`config.mk`:
```
export PLATFORM = sky130hd
export DESIGN_NAME = cobra_run_ctrl
export DESIGN_NICKNAME = d
export VERILOG_FILES = /design/src/rtl/cobra_run_ctrl.sv
export SDC_FILE = /design/constraint.sdc
export NUM_CORES = 1
export LEC_CHECK = 0
export CAP_MARGIN = 20
export CORE_MARGIN = 2
export CORE_UTILIZATION = 38
export CTS_BUF_LIST = sky130_fd_sc_hd__clkbuf_4
export DETAILED_ROUTE_END_ITERATION = 16
export GPL_ROUTABILITY_DRIVEN = 0
export PLACE_DENSITY_LB_ADDON = 0.05
export SYNTH_ARGS = -nofsm -noshare
export SYNTH_HDL_FRONTEND = slang
export SYNTH_SLANG_ARGS = --single-unit
```
`constraint.sdc`:
```
create_clock -name clk -period 4.4 [get_ports clk]
set_input_delay 0.88 -clock clk [delete_from_list [all_inputs] [get_ports clk]]
set_output_delay 0.88 -clock clk [all_outputs]
set_load 0.05 [all_outputs]
```
`src/rtl/cobra_run_ctrl.sv`:
```
// cobra_run_ctrl: run/halt sequencer for the cobra single-cycle core.
// Produces core_en, which gates PC update and register-file write. It supports
// idle, free-run, single-step and halt on stop request, halt word or breakpoint.
// It also counts retired instructions.
// Optional feature macro: COBRA_RUN_CTRL_BP_EN. When defined, the PC breakpoint
// compare and its resume-skip flag are built. When undefined, bp_en and bp_addr
// are accepted but ignored.
module cobra_run_ctrl #(
  parameter int unsigned PC_W      = 32,
  parameter logic [31:0] HALT_WORD = 32'hFFFF_FFFF,
  parameter int unsigned CNT_W     = 32
) (
  input  logic             clk,
  input  logic             rst_n,
  input  logic             run_req,
  input  logic             step_req,
  input  logic             stop_req,
  input  logic             bp_en,
  input  logic [PC_W-1:0]  bp_addr,
  input  logic [PC_W-1:0]  pc,
  input  logic [31:0]      instr,
  output logic             core_en,
  output logic [1:0]       state,
  output logic             halted,
  output logic [1:0]       halt_cause,
  output logic [CNT_W-1:0] retired
);

  typedef enum logic [1:0] {
    S_IDLE = 2'b00,
    S_RUN  = 2'b01,
    S_STEP = 2'b10,
    S_HALT = 2'b11
  } state_t;

  typedef enum logic [1:0] {
    C_NONE = 2'd0,
    C_STOP = 2'd1,
    C_WORD = 2'd2,
    C_BP   = 2'd3
  } cause_t;

  state_t           state_q, state_d;
  cause_t           cause_q, cause_d;
  logic [CNT_W-1:0] cnt_q;

  logic word_hit;
  logic bp_hit;
  logic stop_cond;

  assign word_hit = (instr == HALT_WORD);

`ifdef COBRA_RUN_CTRL_BP_EN
  // Set on each entry to RUN/STEP so the first instruction may sit on bp_addr;
  // this is what lets execution resume from a breakpoint.
  logic bp_skip;
  assign bp_hit = bp_en && (pc == bp_addr) && !bp_skip;
`else
  logic unused_bp;
  assign unused_bp = ^{bp_en, bp_addr};
  assign bp_hit    = 1'b0;
`endif

  assign stop_cond = stop_req | word_hit | bp_hit;

  // Stop is same-cycle: a halting instruction or breakpoint PC is never executed.
  assign core_en = ((state_q == S_RUN) || (state_q == S_STEP)) && !stop_cond;

  // Next-state and halt-cause selection.
  // NOTE: every always_comb output gets a default first so no path infers a latch.
  always_comb begin
    state_d = state_q;
    cause_d = cause_q;
    unique case (state_q)
      S_IDLE, S_HALT: begin
        // stop_req does not block a resume request; any stop in the next
        // cycle is handled from RUN/STEP.
        if (step_req) begin
          state_d = S_STEP;
          cause_d = C_NONE;
        end else if (run_req) begin
          state_d = S_RUN;
          cause_d = C_NONE;
        end
      end
      S_RUN: begin
        if (stop_cond) begin
          state_d = S_HALT;
          cause_d = stop_req ? C_STOP : (word_hit ? C_WORD : C_BP);
        end
      end
      S_STEP: begin
        // A completed step with no stop condition reports a stop-request cause.
        state_d = S_HALT;
        if (!stop_req && word_hit)    cause_d = C_WORD;
        else if (!stop_req && bp_hit) cause_d = C_BP;
        else                          cause_d = C_STOP;
      end
    endcase
  end

  // Sequencer state and latched halt cause.
  // NOTE: sequential state uses non-blocking assignments so all flops update together.
  always_ff @(posedge clk or negedge rst_n) begin
    if (!rst_n) begin
      state_q <= S_IDLE;
      cause_q <= C_NONE;
    end else begin
      state_q <= state_d;
      cause_q <= cause_d;
    end
  end

  // Retired-instruction counter; wraps freely.
  always_ff @(posedge clk or negedge rst_n) begin
    if (!rst_n)       cnt_q <= '0;
    else if (core_en) cnt_q <= cnt_q + CNT_W'(1);
  end

`ifdef COBRA_RUN_CTRL_BP_EN
  logic entering;
  assign entering = ((state_q == S_IDLE) || (state_q == S_HALT)) &&
                    ((state_d == S_RUN)  || (state_d == S_STEP));

  // Breakpoint skip: armed on entry, dropped after the first executed instruction.
  always_ff @(posedge clk or negedge rst_n) begin
    if (!rst_n)        bp_skip <= 1'b1;
    else if (entering) bp_skip <= 1'b1;
    else if (core_en)  bp_skip <= 1'b0;
  end
`endif

  assign state      = state_q;
  assign halted     = (state_q == S_HALT);
  assign halt_cause = cause_q;
  assign retired    = cnt_q;

endmodule
```
* Word level (Yosys, flattened, before mapping)
Cells that the tools add are included.
** Storage, ports and cells
- Register bits after elaboration :: 36
- Input bits :: 102
- Output and inout port bits :: 38
- Logic and storage cells :: 30
** Operators by class
- Add/sub/neg operators :: 1
- Eq/ne operators :: 6
- Mux-type cells :: 11
- Bitwise logic cells :: 1
- Reduce and logical (&&, ||, !) cells :: 8
** Operator list (number)
- $add A32 B1 Y32 const B :: 1
- $eq A32 B32 Y1 const B :: 1
- $mux W2 :: 8
- $pmux W2 S3 :: 2
- $eq A2 B2 Y1 const B :: 2
- $ne A3 B3 Y1 const B :: 1
- $eq A2 B1 Y1 const B :: 1
- $logic_and A1 B1 Y1 :: 2
- $logic_not A1 Y1 :: 2
- $logic_not A2 Y1 :: 1
- $ne A2 B2 Y1 const B :: 1
- $reduce_and A2 Y1 :: 1
- $reduce_or A2 Y1 :: 1
- $logic_or A1 B1 Y1 :: 1
- $mux W1 :: 1
- $or A1 B1 Y1 :: 1

* Logic depth before layout (Yosys ltp)
- Word-level depth :: 5
- Depth in mapped cells :: 7
- Gate-level depth less buffers :: 7

* Worst setup path before layout
No wires, ideal clock.
- Path kind :: input port to output port
- Start point :: input instr[5]
- End point :: output core_en
- Arrival :: 1.934 ns
- Required time :: 3.520 ns
- Setup slack :: 1.586 ns
- Stages :: 4
- Buffers on the path :: 1
- Path through :: nand4_1 nor4_4 a21boi_4 buf_6
** Between the ends
- Word-level cells in the longest chain between the ends :: 4
** Ends and longest elaborated chain
- from (decl) :: RTL line 21 : input logic [31:0] instr,
- $eq A32 B32 Y1 :: RTL line 51 : assign word_hit = (instr == HALT_WORD);
- $or A1 B1 Y1 :: RTL line 64 : assign stop_cond = stop_req | word_hit | bp_hit;
- $logic_not A1 Y1 :: RTL line 67 : assign core_en = ((state_q == S_RUN) || (state_q == S_STEP)) && !stop_cond;
- $logic_and A1 B1 Y1 :: RTL line 67
- to (decl) :: RTL line 22 : output logic core_en,
Every way passes these cells.

* Final worst setup path
- Start point :: input stop_req
- End point :: output core_en
** Between the ends
- Word-level cells in the longest chain between the ends :: 3
** Ends and longest elaborated chain
- from (decl) :: RTL line 17 : input logic stop_req,
- $or A1 B1 Y1 :: RTL line 64
- $logic_not A1 Y1 :: RTL line 67
- $logic_and A1 B1 Y1 :: RTL line 67
Every way passes these cells.

==> results <==
==> per-layer routing <==
layer | share of wire | up-vias | wire (um)
met1 | 0.37 | 757 | 1810
met5 | 0 | - | 0
met4 | 0.0073 | 0 | 35
li1 | - | 752 | -
met2 | 0.52 | 71 | 2500
met3 | 0.099 | 4 | 479
==> logic make-up after synthesis <==
logic type      Yosys count
simple gates             71
flops                    36
mux                       1
compound gates           13
xor+xnor                 31
buf+inv                   9
fa+ha+maj                 4
==> metrics by stage <==
stage	area [um2]	hold WS, ns	util
5_1_grt	2780	0.504	0.578
3_3_place_gp	2750	0.463	0.570
2_1_floorplan	1940	0.584	-
3_5_place_dp	2750	0.474	0.570
4_1_cts	2780	0.492	0.578
6_report	2780	0.483	0.578
==> power groups by stage <==
| stage | Sequential [W] | Combinational, W | Clock (W) |
|---|---|---|---|
| final | 0.000414 | 0.000470 | 0.000151 |
| after global routing | 0.000422 | 0.000501 | 0.000175 |
| after CTS | 0.000414 | 0.000472 | 0.000158 |
| after detailed placement | 0.000421 | 0.000471 | 0 |
| after global placement | 0.000417 | 0.000462 | 0 |
| after floorplan | 0.000539 | 0.000200 | 0 |
==> state kept, by name (all words and copies together), names as in the netlist <==
signal,flops
halt_cause,2
retired,32
state,2
==> critical path: stages <==
cell and delay, ns:
clkdlybuf4s50_1 0.46, nor2_1 0.19, a21boi_4 0.70, clkdlybuf4s50_1 0.94
==> worst max-delay path by stage <==
stage,from,to,slack [ns],depth (start not counted)
after global routing,stop_req,core_en,0.23,4
after global placement,stop_req,core_en,0.38,4
after CTS,instr[4],core_en,0.36,5
after floorplan,instr[5],core_en,1.59,4
final,stop_req,core_en,0.35,4
after detailed placement,instr[4],core_en,0.37,5
==> area by class of cell <==
| type | instances | area (um2) | area share |
|---|---|---|---|
| clock buffers | 5 | 37.5 | 0.0135 |
| inverters | 4 | 15.0 | 0.00539 |
| multi-input cells | 120 | 983 | 0.353 |
| flip-flops and latches | 36 | 901 | 0.324 |
| well taps | 67 | 83.8 | 0.0301 |
| repair buffers | 77 | 763 | 0.274 |
==> cell usage after synthesis (all sizes together) <==
| library cell | number |
|---|---|
| inv | 4 |
| nand3 | 12 |
| xor2 | 4 |
| and3 | 11 |
| dfrtp | 36 |
| nor4 | 2 |
| nor2b | 1 |
| o41ai | 1 |
| nor2 | 5 |
| a21boi | 1 |
| nand4 | 21 |
| mux2 | 1 |
| a22oi | 1 |
| and4 | 6 |
| nand2 | 9 |
| o22ai | 1 |
| o21ai | 4 |
| ha | 4 |
| buf | 5 |
| nand2b | 1 |
| and2 | 3 |
| o31ai | 1 |
| a2111oi | 2 |
| a21oi | 2 |
| xnor2 | 27 |
==> metrics <==
pre-CTS setup slack=about 0.37 ns; simple-gate area share of the yosys netlist=0.265; worst clock skew=between 0.009 and 0.01 ns; largest net degree at the start of global routing=37; reg2reg start=state[0]; area leader, netlist=dfrtp_1; Slew Limit Headroom=0.460; busiest layer in global routing=met2; share of power burned in registers=0.400; Crit path required time=3.52 ns; max cap viols=0; WS Path Type=in -> out; initial antenna violation count=0; power consumption=between 0.001 and 0.0015 W; status=complete, no violations; most frequent cells in the layout=clkdlybuf4s50_1 (74), dfrtp_1 (36), xnor2_1 (27), nand4_1 (14), and3_1 (10); power density cells=about 370 nW/um2; setup TNS=0 ns; cts repair resizes=0; total track usage=0.169; P_leak=approximately 1.2 nW; total CTS buffers=5; Peak VDD IR=approximately 0.00026 V; post-synth top area share=0.465; hold-fix buffers at CTS=0; final hold violation count=0; gr ovfl total=0; hold_sp=retired[31]; Vias/cell=around 5; worst-margin pin slew=slightly above 0.8 ns; Initial Util=0.402; Slew Limit Fails=0; Clock Tree Buf Depth=2; syn avg cell area=11.7 um2; Setup Viol. Count Final=0; met2 usage=0.312; FILL cells=about 420; Pint=roughly 0.0006 W; wire length per cell=between 15 and 20 um; flops & latches, synth=36; number of remaining DRC errors=0; CTS tree=yes; multiplexer share of the synthesized area=0.00581; Setup WS post-layout=about 0.35 ns; Compound-Gate Fraction of Synth Area=0.0711; commonest non-fill, non-tap cell in the layout=clkdlybuf4s50_1; H-tree depth=2; count of different cell masters after synthesis=32; Worst R2R End=retired[20]; first-pass GRT wire length=7.26 mm; Root Driver=clkbuf_4; Post-CTS Setup Inserts=0; post-route insts no fill=between 300 and 400; share of cells above drive strength 1=0.124; Tmin final=~4.0 ns; Peak Freq=about 250 MHz; Worst Hold Class=reg -> reg; Clock transition at path regs=0.09 ns; Hold Crit Depth=1; Setup crit end kind=output pin; Ys Warns=0; Iter 0 DRT Violations=48; Layout area overhead=43.7%; routed via count=around 1600; TritonRoute pass-1 iters=4; io pins=140; Hold Path Sink=retired[31]; switching power=~0.00044 W; fin crit share=0.920; num rows=25; routing usage on met3=0.0595; combinational cell fraction of total power=0.454; vias in the first global route=~1600; sequential share of the synthesized area=0.465; RSZ-0062 raised after global routing=no; number of diodes=0; Worst Path Max Fanout=25; Syn Std Cell Area=1940 um2; Syn Inst Count=165; met1 GRT Util=0.183; Routed Antenna Nets=0; data arrival time of the worst path=3.17 ns; R2R setup slack=around 2.1 ns; die area=roughly 5700 um2; Die Span Y=75.4 um; top post-synthesis cells by area=dfrtp_1 (47%), xnor2_1 (12%), nand4_1 (4.5%), nand4_2 (4.5%), and3_1 (3.2%); core area=about 4800 um2; Worst setup SP type=primary input; Worst Reg-to-Reg Cells=6; Synth Area in Adders=0.0258; Nets=350; clk_lat worst skew=between 0.3 and 0.4 ns; Port Buffer Count=74; Die W=between 70 and 80 um; CTS Sinks=36; Cells after DPL=about 300; largest family of logic cells by synthesized area=simple AND/OR/NAND/NOR gates; xor and xnor fraction of the mapped netlist area=0.140; Synth Net Count=271; routed wire length=roughly 4.8 mm; dpl hpwl=3.63 mm; Clock power frac=0.146; sw frac=0.427
(Power assumes the default switching activity.)
